<file path="config.mk">
export PLATFORM = sky130hd
export DESIGN_NAME = module_nibble_add_ctrl_flat
export DESIGN_NICKNAME = d
export VERILOG_FILES = /design/src/rtl/module_nibble_add_ctrl_if.sv /design/src/rtl/module_nibble_add_ctrl.sv /design/src/flat_wrapper.sv
export SDC_FILE = /design/constraint.sdc
export NUM_CORES = 1
export LEC_CHECK = 0
export CORE_MARGIN = 5
export CORE_UTILIZATION = 50
export CTS_CLUSTER_DIAMETER = 120
export DETAILED_ROUTE_END_ITERATION = 8
export MAX_ROUTING_LAYER = met4
export PLACE_DENSITY_LB_ADDON = 0.15
export SLEW_MARGIN = 20
export SYNTH_ARGS = -nofsm -noshare
export SYNTH_HDL_FRONTEND = slang
export SYNTH_SLANG_ARGS = --single-unit
export TNS_END_PERCENT = 5
</file>
<file path="constraint.sdc">
create_clock -name clk -period 3.1 [get_ports clk]
set_input_delay 0.465 -clock clk [delete_from_list [all_inputs] [get_ports clk]]
set_output_delay 0.465 -clock clk [all_outputs]
set_load 0.05 [all_outputs]
</file>
<file path="src/rtl/module_nibble_add_ctrl_if.sv">
// Handshake bundle for module_nibble_add_ctrl: operand offer, result return and busy flag.
// The sub select exists only when NIBBLE_SUB_EN is defined.
interface module_nibble_add_ctrl_if #(
    parameter int NIBBLES = 4
);
    localparam int W = 4 * NIBBLES;

    logic         in_valid;
    logic         in_ready;
    logic [W-1:0] A;
    logic [W-1:0] B;
`ifdef NIBBLE_SUB_EN
    logic         sub;
`endif
    logic         out_valid;
    logic         out_ready;
    logic [W:0]   Res;
    logic         busy;

    modport slave (
        input  in_valid,
        input  A,
        input  B,
        input  out_ready,
        output in_ready,
        output out_valid,
        output Res,
        output busy
`ifdef NIBBLE_SUB_EN
        , input sub
`endif
    );

    modport master (
        output in_valid,
        output A,
        output B,
        output out_ready,
        input  in_ready,
        input  out_valid,
        input  Res,
        input  busy
`ifdef NIBBLE_SUB_EN
        , output sub
`endif
    );
endinterface

</file>
<file path="src/rtl/module_nibble_add_ctrl.sv">
// Serial nibble adder: one 4-bit slice with carry, LSB nibble first, NIBBLES cycles per result.
// Define NIBBLE_SUB_EN to add the sub select (A + ~B + 1).
//
// state | meaning
// IDLE  | waiting for an operand pair, in_ready=1
// RUN   | one nibble per cycle through the shared slice, busy=1
// DONE  | Res valid, held until out_ready; may accept the next pair on the same edge
module module_nibble_add_ctrl #(
    parameter int NIBBLES = 4
) (
    input  logic                     clk,
    input  logic                     rst,
    module_nibble_add_ctrl_if.slave  bus
);
    localparam int W     = 4 * NIBBLES;
    localparam int IDX_W = $clog2(NIBBLES);

    typedef enum logic [1:0] {IDLE, RUN, DONE} state_t;

    state_t         r_state;
    state_t         w_state_next;
    logic [W-1:0]   r_a;
    logic [W-1:0]   r_b;
    logic [IDX_W-1:0] r_idx;
    logic           r_carry;
    logic [W:0]     r_res;

    logic           w_in_ready;
    logic           w_out_valid;
    logic           w_busy;
    logic           w_accept;
    logic           w_last;
    logic           w_sub_in;
    logic [3:0]     w_nib_a;
    logic [3:0]     w_nib_b;
    logic [4:0]     w_slice;
    logic [W:0]     w_res_next;

`ifdef NIBBLE_SUB_EN
    assign w_sub_in = bus.sub;
`else
    assign w_sub_in = 1'b0;
`endif

    always_ff @(posedge clk or posedge rst) begin
        if (rst) begin
            r_state <= IDLE;
        end else begin
            r_state <= w_state_next;
        end
    end

    always_comb begin
        w_state_next = r_state;
        w_in_ready   = 1'b0;
        w_out_valid  = 1'b0;
        w_busy       = 1'b0;
        case (r_state)
            IDLE: begin
                w_in_ready = 1'b1;
                if (bus.in_valid) w_state_next = RUN;
            end
            RUN: begin
                w_busy = 1'b1;
                if (w_last) w_state_next = DONE;
            end
            DONE: begin
                w_out_valid = 1'b1;
                w_in_ready  = bus.out_ready;
                if (bus.out_ready) w_state_next = bus.in_valid ? RUN : IDLE;
            end
            default: w_state_next = IDLE;
        endcase
    end

    assign w_accept = bus.in_valid && w_in_ready;
    assign w_last   = (r_idx == IDX_W'(NIBBLES - 1));

    always_comb begin
        w_nib_a = '0;
        w_nib_b = '0;
        for (int i = 0; i < NIBBLES; i++) begin
            if (r_idx == IDX_W'(i)) begin
                w_nib_a = r_a[i*4 +: 4];
                w_nib_b = r_b[i*4 +: 4];
            end
        end
    end

    assign w_slice = {1'b0, w_nib_a} + {1'b0, w_nib_b} + {4'b0000, r_carry};

    always_comb begin
        w_res_next = r_res;
        for (int i = 0; i < NIBBLES; i++) begin
            if (r_idx == IDX_W'(i)) w_res_next[i*4 +: 4] = w_slice[3:0];
        end
        if (w_last) w_res_next[W] = w_slice[4];
    end

    // Subtract is folded in at accept: B is stored inverted and the carry starts at 1.
    always_ff @(posedge clk or posedge rst) begin
        if (rst) begin
            r_a     <= '0;
            r_b     <= '0;
            r_idx   <= '0;
            r_carry <= 1'b0;
            r_res   <= '0;
        end else if (w_accept) begin
            r_a     <= bus.A;
            r_b     <= w_sub_in ? ~bus.B : bus.B;
            r_idx   <= '0;
            r_carry <= w_sub_in;
            r_res   <= '0;
        end else if (r_state == RUN) begin
            r_res   <= w_res_next;
            r_carry <= w_slice[4];
            r_idx   <= r_idx + 1'b1;
        end
    end

    assign bus.in_ready  = w_in_ready;
    assign bus.out_valid = w_out_valid;
    assign bus.busy      = w_busy;
    assign bus.Res       = r_res;
endmodule

</file>
<file path="src/flat_wrapper.sv">
// flat-port wrapper written by rule: the top's interface ports become plain ports
module module_nibble_add_ctrl_flat 
#(
    parameter int NIBBLES = 4
)
  (clk, rst, bus_in_valid, bus_A, bus_B, bus_out_ready, bus_in_ready, bus_out_valid, bus_Res, bus_busy);
  module_nibble_add_ctrl_if #(.NIBBLES(NIBBLES)) bus_i ();
  input  logic clk;
  input  logic rst;
  input wire logic [$bits(bus_i.in_valid)-1:0] bus_in_valid;
  input wire logic [$bits(bus_i.A)-1:0] bus_A;
  input wire logic [$bits(bus_i.B)-1:0] bus_B;
  input wire logic [$bits(bus_i.out_ready)-1:0] bus_out_ready;
  output wire logic [$bits(bus_i.in_ready)-1:0] bus_in_ready;
  output wire logic [$bits(bus_i.out_valid)-1:0] bus_out_valid;
  output wire logic [$bits(bus_i.Res)-1:0] bus_Res;
  output wire logic [$bits(bus_i.busy)-1:0] bus_busy;
  assign bus_i.in_valid = bus_in_valid;
  assign bus_i.A = bus_A;
  assign bus_i.B = bus_B;
  assign bus_i.out_ready = bus_out_ready;
  assign bus_in_ready = bus_i.in_ready;
  assign bus_out_valid = bus_i.out_valid;
  assign bus_Res = bus_i.Res;
  assign bus_busy = bus_i.busy;
  module_nibble_add_ctrl #(.NIBBLES(NIBBLES)) u_core (.clk(clk), .rst(rst), .bus(bus_i));
endmodule
</file>
# Word level (Yosys, flattened, before mapping)
# Index checks and enable logic that the tools add are counted.
# Widths: inputs -> output; s select.
totals:
  regBits: 54
op_classes:
  n_eq_ne: 8
  n_addsub: 3
  n_reduce_logical: 13
  mux: 27
ops:
  columns: ["operator", "count"]
  rows:
  - ["$mux 4", 12]
  - ["$mux 17", 2]
  - ["$mux 2", 5]
  - ["$reduce_bool 2->1", 5]
  - ["$reduce_and 2->1", 4]
  - ["$eq 2x2->1 const B", 3]
  - ["$mux 1", 6]
  - ["$pmux 2 s3", 1]
  - ["$add 4x4->5", 1]
  - ["$add 5x1->5", 1]
  - ["$eq 2x1->1 const B", 2]
  - ["$logic_not 2->1", 2]
  - ["$ne 2x2->1 const B", 2]
  - ["$reduce_and 3->1", 1]
  - ["$add 2x1->2 const B", 1]
  - ["$ne 2x1->1 const B", 1]
  - ["$pmux 1 s2", 1]
  - ["$logic_and 1x1->1", 1]

# Longest topological paths before layout
depth:
  depth_word: 10
  ltp_mapped: 12
  mapped_depth_nobuf: 12

# Least setup slack after synthesis
# Ideal clock, no wire load.
synth_path:
  kind: "reg-to-reg"
  start: "register u_core.r_idx[0]"
  end: "register u_core.r_res[10], in the netlist u_core.bus.Res[10]"
  n_path_buf: 0
  synth_period_minus_slack_ps: 2658
  setup_slack_ps: 442
  stages_incl_launch_ff: 12
  required_time_ps: 3023
  arrival_time_ps: 2581
  path_cell_list: "dfrtp_1 inv_1 ha_1 nor2b_1 a221oi_1 nor3_1 a21oi_1 fa_1 fa_1 xnor2_1 nand3_1 a21oi_1"
synth_via:
  elab_chain_cells: 10
synth_lines:
  columns: ["item", "line", "source"]
  rows:
  - ["start: declaration", "module_nibble_add_ctrl.sv:24", "logic [IDX_W-1:0] r_idx;"]
  - ["start signal: assignment", "module_nibble_add_ctrl.sv:117", "r_idx <= r_idx + 1'b1;"]
  - ["$logic_not 2->1", "module_nibble_add_ctrl.sv:83", "if (r_idx == IDX_W'(i)) begin"]
  - ["$mux 4 (4 in series)", "module_nibble_add_ctrl.sv:83", null]
  - ["$add 4x4->5", "module_nibble_add_ctrl.sv:90", "assign w_slice = {1'b0, w_nib_a} + {1'b0, w_nib_b} + {4'b0000, r_carry};"]
  - ["$add 5x1->5", "module_nibble_add_ctrl.sv:90", null]
  - ["$mux 4", "module_nibble_add_ctrl.sv:95", "if (r_idx == IDX_W'(i)) w_res_next[i*4 +: 4] = w_slice[3:0];"]
  - ["$mux 17", "module_nibble_add_ctrl.sv:114", "end else if (r_state == RUN) begin"]
  - ["$mux 17", "module_nibble_add_ctrl.sv:108", "end else if (w_accept) begin"]
  - ["end signal: assignment", "module_nibble_add_ctrl.sv:115", "r_res <= w_res_next;"]
  - ["end: declaration", "module_nibble_add_ctrl.sv:26", "logic [W:0] r_res;"]
# Several ways; a longest one is shown, not always the timed one. The select of a mux whose other input is x is not followed.
# A chain may end at the register's enable or synchronous reset.

# Worst setup path after layout
# Ends and elaborated chain as after synthesis.

==> impl_results.md <==
- Top-area cell type share of the netlist area: 0.5255
- Highest-delay cell along the critical path: fa_1
- 1st-iter DRT viols: approximately 120
- Hold WS: 0.4894 ns
- Antenna Cells: 0
- Core area: 5042 um2
- Post-layout net count: between 300 and 400
- Post-cts gate resize count: 0
- Endpoints failing setup: 0
- DR pass1 iterations: 4
- Fmax: approximately 350 MHz
- CTS tree: yes
- Final Util: 0.6486
- Syn nets: roughly 270
- Hold Vio Cnt, Final: 0
- Placed Area: 3186 um2
- Synth area leader: dfrtp_1
- Number of buffers added on ports: 55
- Per-cell routed wire length: 14.50 um
- Worst Tran Pin Value: 0.6662 ns
- Clk_lat worst skew: around 0.3 ns
- Die height: 81.71 um
- Post-synthesis register bit count: 54
- Min Tclk post-route: ~2.9 ns
- Peak VDD IR: slightly above 0.0005 V
- Via-per-instance ratio: roughly 5.1
- Routed Antenna Nets: 0
- Clock sink count: 54
- CTS Hold Bufs: 0
- Top Ports: 56
- Cell Rows: 26
- Clock Root Buffer: clkbuf_8
- Placer's final routability congestion estimate: 0.8083
- Dpl hpwl: roughly 3.7 mm
- Final worst-path cycle share: 0.9213
- Hold Path Class: reg -> reg
- Worst Clk Skew: about 0.0052 ns
- Cell count after synthesis: ~230
- Max-slew violation count: 0
- Critical Path Start Type: flop
- Layout area overhead: 27.20%
- CP Class: reg -> reg
- Total GRT Usage: 0.1720
- Crit path required time: roughly 3.3 ns
- Reg clk slew, reported paths: roughly 0.090 ns
- Peak fanout along the critical path: 4
- Multi-input logic area: ~1100 um2
- Normalized max-slew margin: 0.5559
- Per-instance average area after synthesis: around 11 um2
- Most numerous cell in the Yosys netlist: dfrtp_1
- RSZ-0062 raised after global routing: no
- Crit path cell chain: inv_1, ha_1, nor2b_2, a221oi_1, nor3_1, a21oi_1, fa_1, fa_1, xnor2_1, nand3_1, a21oi_1
- EDFF count, synth: 0
- Design area: roughly 3300 um2
- Antenna violations before repair: 0
- CP max stage delay: approximately 0.46 ns
- Sequential area share after synthesis: 0.5255
- Leakage Power: approximately 0.0014 uW
- Synth Cell Area: between 2000 and 3000 um2
- Async set-or-reset flop fraction in the synthesized netlist: 1.000
- Primary FF master, synth: dfrtp_1
- Routed WL: between 5 and 6 mm
- Top cells by count, synth: 54 x dfrtp_1, 28 x mux2_1, 21 x a21oi_1
- Layout cell share with drive strength beyond 1: 0.07527
- Vias: 1783
- Pwr dens: 1160 nW/um2
- Register area: 1351 um2
- Crit end category: flop
- Largest net degree at the start of global routing: 55
- Starting density of the core: 0.5099
- Yosys warning total: 0
- Post-synth cell types: 37
- Residual DRC: 0
- Setup TNS: 0 ns
- Post-CTS Setup Inserts: 0
- TritonCTS Buffers: 5
- H-tree depth: 2
- # Max-Cap Violations: 0
- First-pass GRT wire length: between 8 and 9 mm
- Filler cells: about 430
- Largest cells by area after synthesis: dfrtp_1 53%, mux2_1 12%, a21oi_1 4.1%
- Die W: approximately 82 um
- Status: finished, final reports clean
- Deepest clock path buffer count: 2
- Vias in the first global route: ~1800
- Die area: between 6000 and 7000 um2
- GRT overflow: 0
- WP data arrival: approximately 3.1 ns
-- cell type report --
| class | count | share of cell area |
|---|---|---|
| clock buffer | 6 | 0.02525 |
| tap | 70 | 0.02678 |
| multi-input combinational | 146 | 0.3340 |
| inverter | 11 | 0.01262 |
| sequential | 54 | 0.4132 |
| timing repair buffer | 62 | 0.1882 |
-- routing by layer --
layer  share of wire  up-vias  track usage  routed length [um]
li1                -      890            -                   -
met1            0.47      841       0.2328                2386
met2            0.47       45       0.2590                2367
met3           0.050        7      0.03728                 254
met4           0.010        0      0.05648                  51
met5               0        -            -                   0
-- power breakdown --
part | internal, uW | switching, uW | leakage [uW]
clock network | 173 | 204 | 0.0000431
logic | 923 | 1280 | 0.000703
registers | 1040 | 179 | 0.000663
-- kinds of logic (layout without fill, tap and decap cells) --
| group | after synthesis | count (layout) | synth area share |
|---|---|---|---|
| mux | 34 | 34 | 0.1479 |
| simple gates | 54 | 54 | 0.1037 |
| buf+inv | 26 | 79 | 0.05110 |
| fa+ha+maj | 9 | 9 | 0.04963 |
| compound gates | 47 | 47 | 0.1153 |
| flops | 54 | 54 | 0.5255 |
| xor+xnor | 2 | 2 | 0.006814 |
-- final timing paths --
kind | from | to | slack (ns) | depth (start not counted)
max | u_core.r_idx[0] | u_core.bus.Res[10] | 0.24 | 11
min | u_core.r_a[15] | u_core.r_a[15] | 0.49 | 1
max reg2reg | u_core.r_idx[0] | u_core.bus.Res[10] | 0.24 | 11
min reg2reg | u_core.r_a[15] | u_core.r_a[15] | 0.49 | 1
max in group asynchronous | rst | u_core.r_a[1] | 1.99 | 3
min in group asynchronous | rst | u_core.bus.Res[9] | 0.67 | 3
-- flip-flops by register name, indices dropped and copies added (netlist names) --
| register | cells |
|---|---|
| u_core.bus.Res | 17 |
| u_core.r_a | 16 |
| u_core.r_b | 16 |
| u_core.r_carry | 1 |
| u_core.r_idx | 2 |
| u_core.r_state | 2 |
-- through the flow --
stage / std cells / power (uW) / worst slack [ns]
after global placement: 343 / 3394 / 0.3447
after detailed placement: 343 / 3449 / 0.2175
after floorplan: 226 / 2832 / 0.4417
final: 349 / 3793 / 0.2440
after CTS: 349 / 3836 / 0.1236
after global routing: 349 / 4118 / 0.003312
-- critical path, delay by kind of cell (launching register included) --
kind                       cells  cell delay, ns
AOI/OAI and AO/OA              3            0.34
xor gates and xnor gates       1            0.33
adders and majority gates      3            1.04
buffers and inverters          1            0.10
DFF                            1            0.43
and+or+nand+nor                3            0.56
-- cell usage in the layout, fill, tap and decap left out, types with 2 or more instances in the layout --
cell type,Yosys,layout
and2_1,4,3
nand3b_1,4,4
xnor2_1,2,2
buf_4,1,6
fa_1,2,2
ha_1,7,7
a221oi_1,3,3
clkdlybuf4s50_1,0,55
mux2_2,4,4
mux2i_1,2,2
clkbuf_8,0,6
nor2_1,14,14
inv_1,11,10
nand3_1,4,4
a21oi_1,21,21
nand2_1,15,15
a211oi_1,7,7
nor3_1,2,2
nor2b_1,5,4
mux2_1,28,28
dfrtp_1,54,54
a21o_1,4,4
o21ai_0,5,5
nand2b_1,2,2
Note: power is estimated with default switching activity, not from simulation.
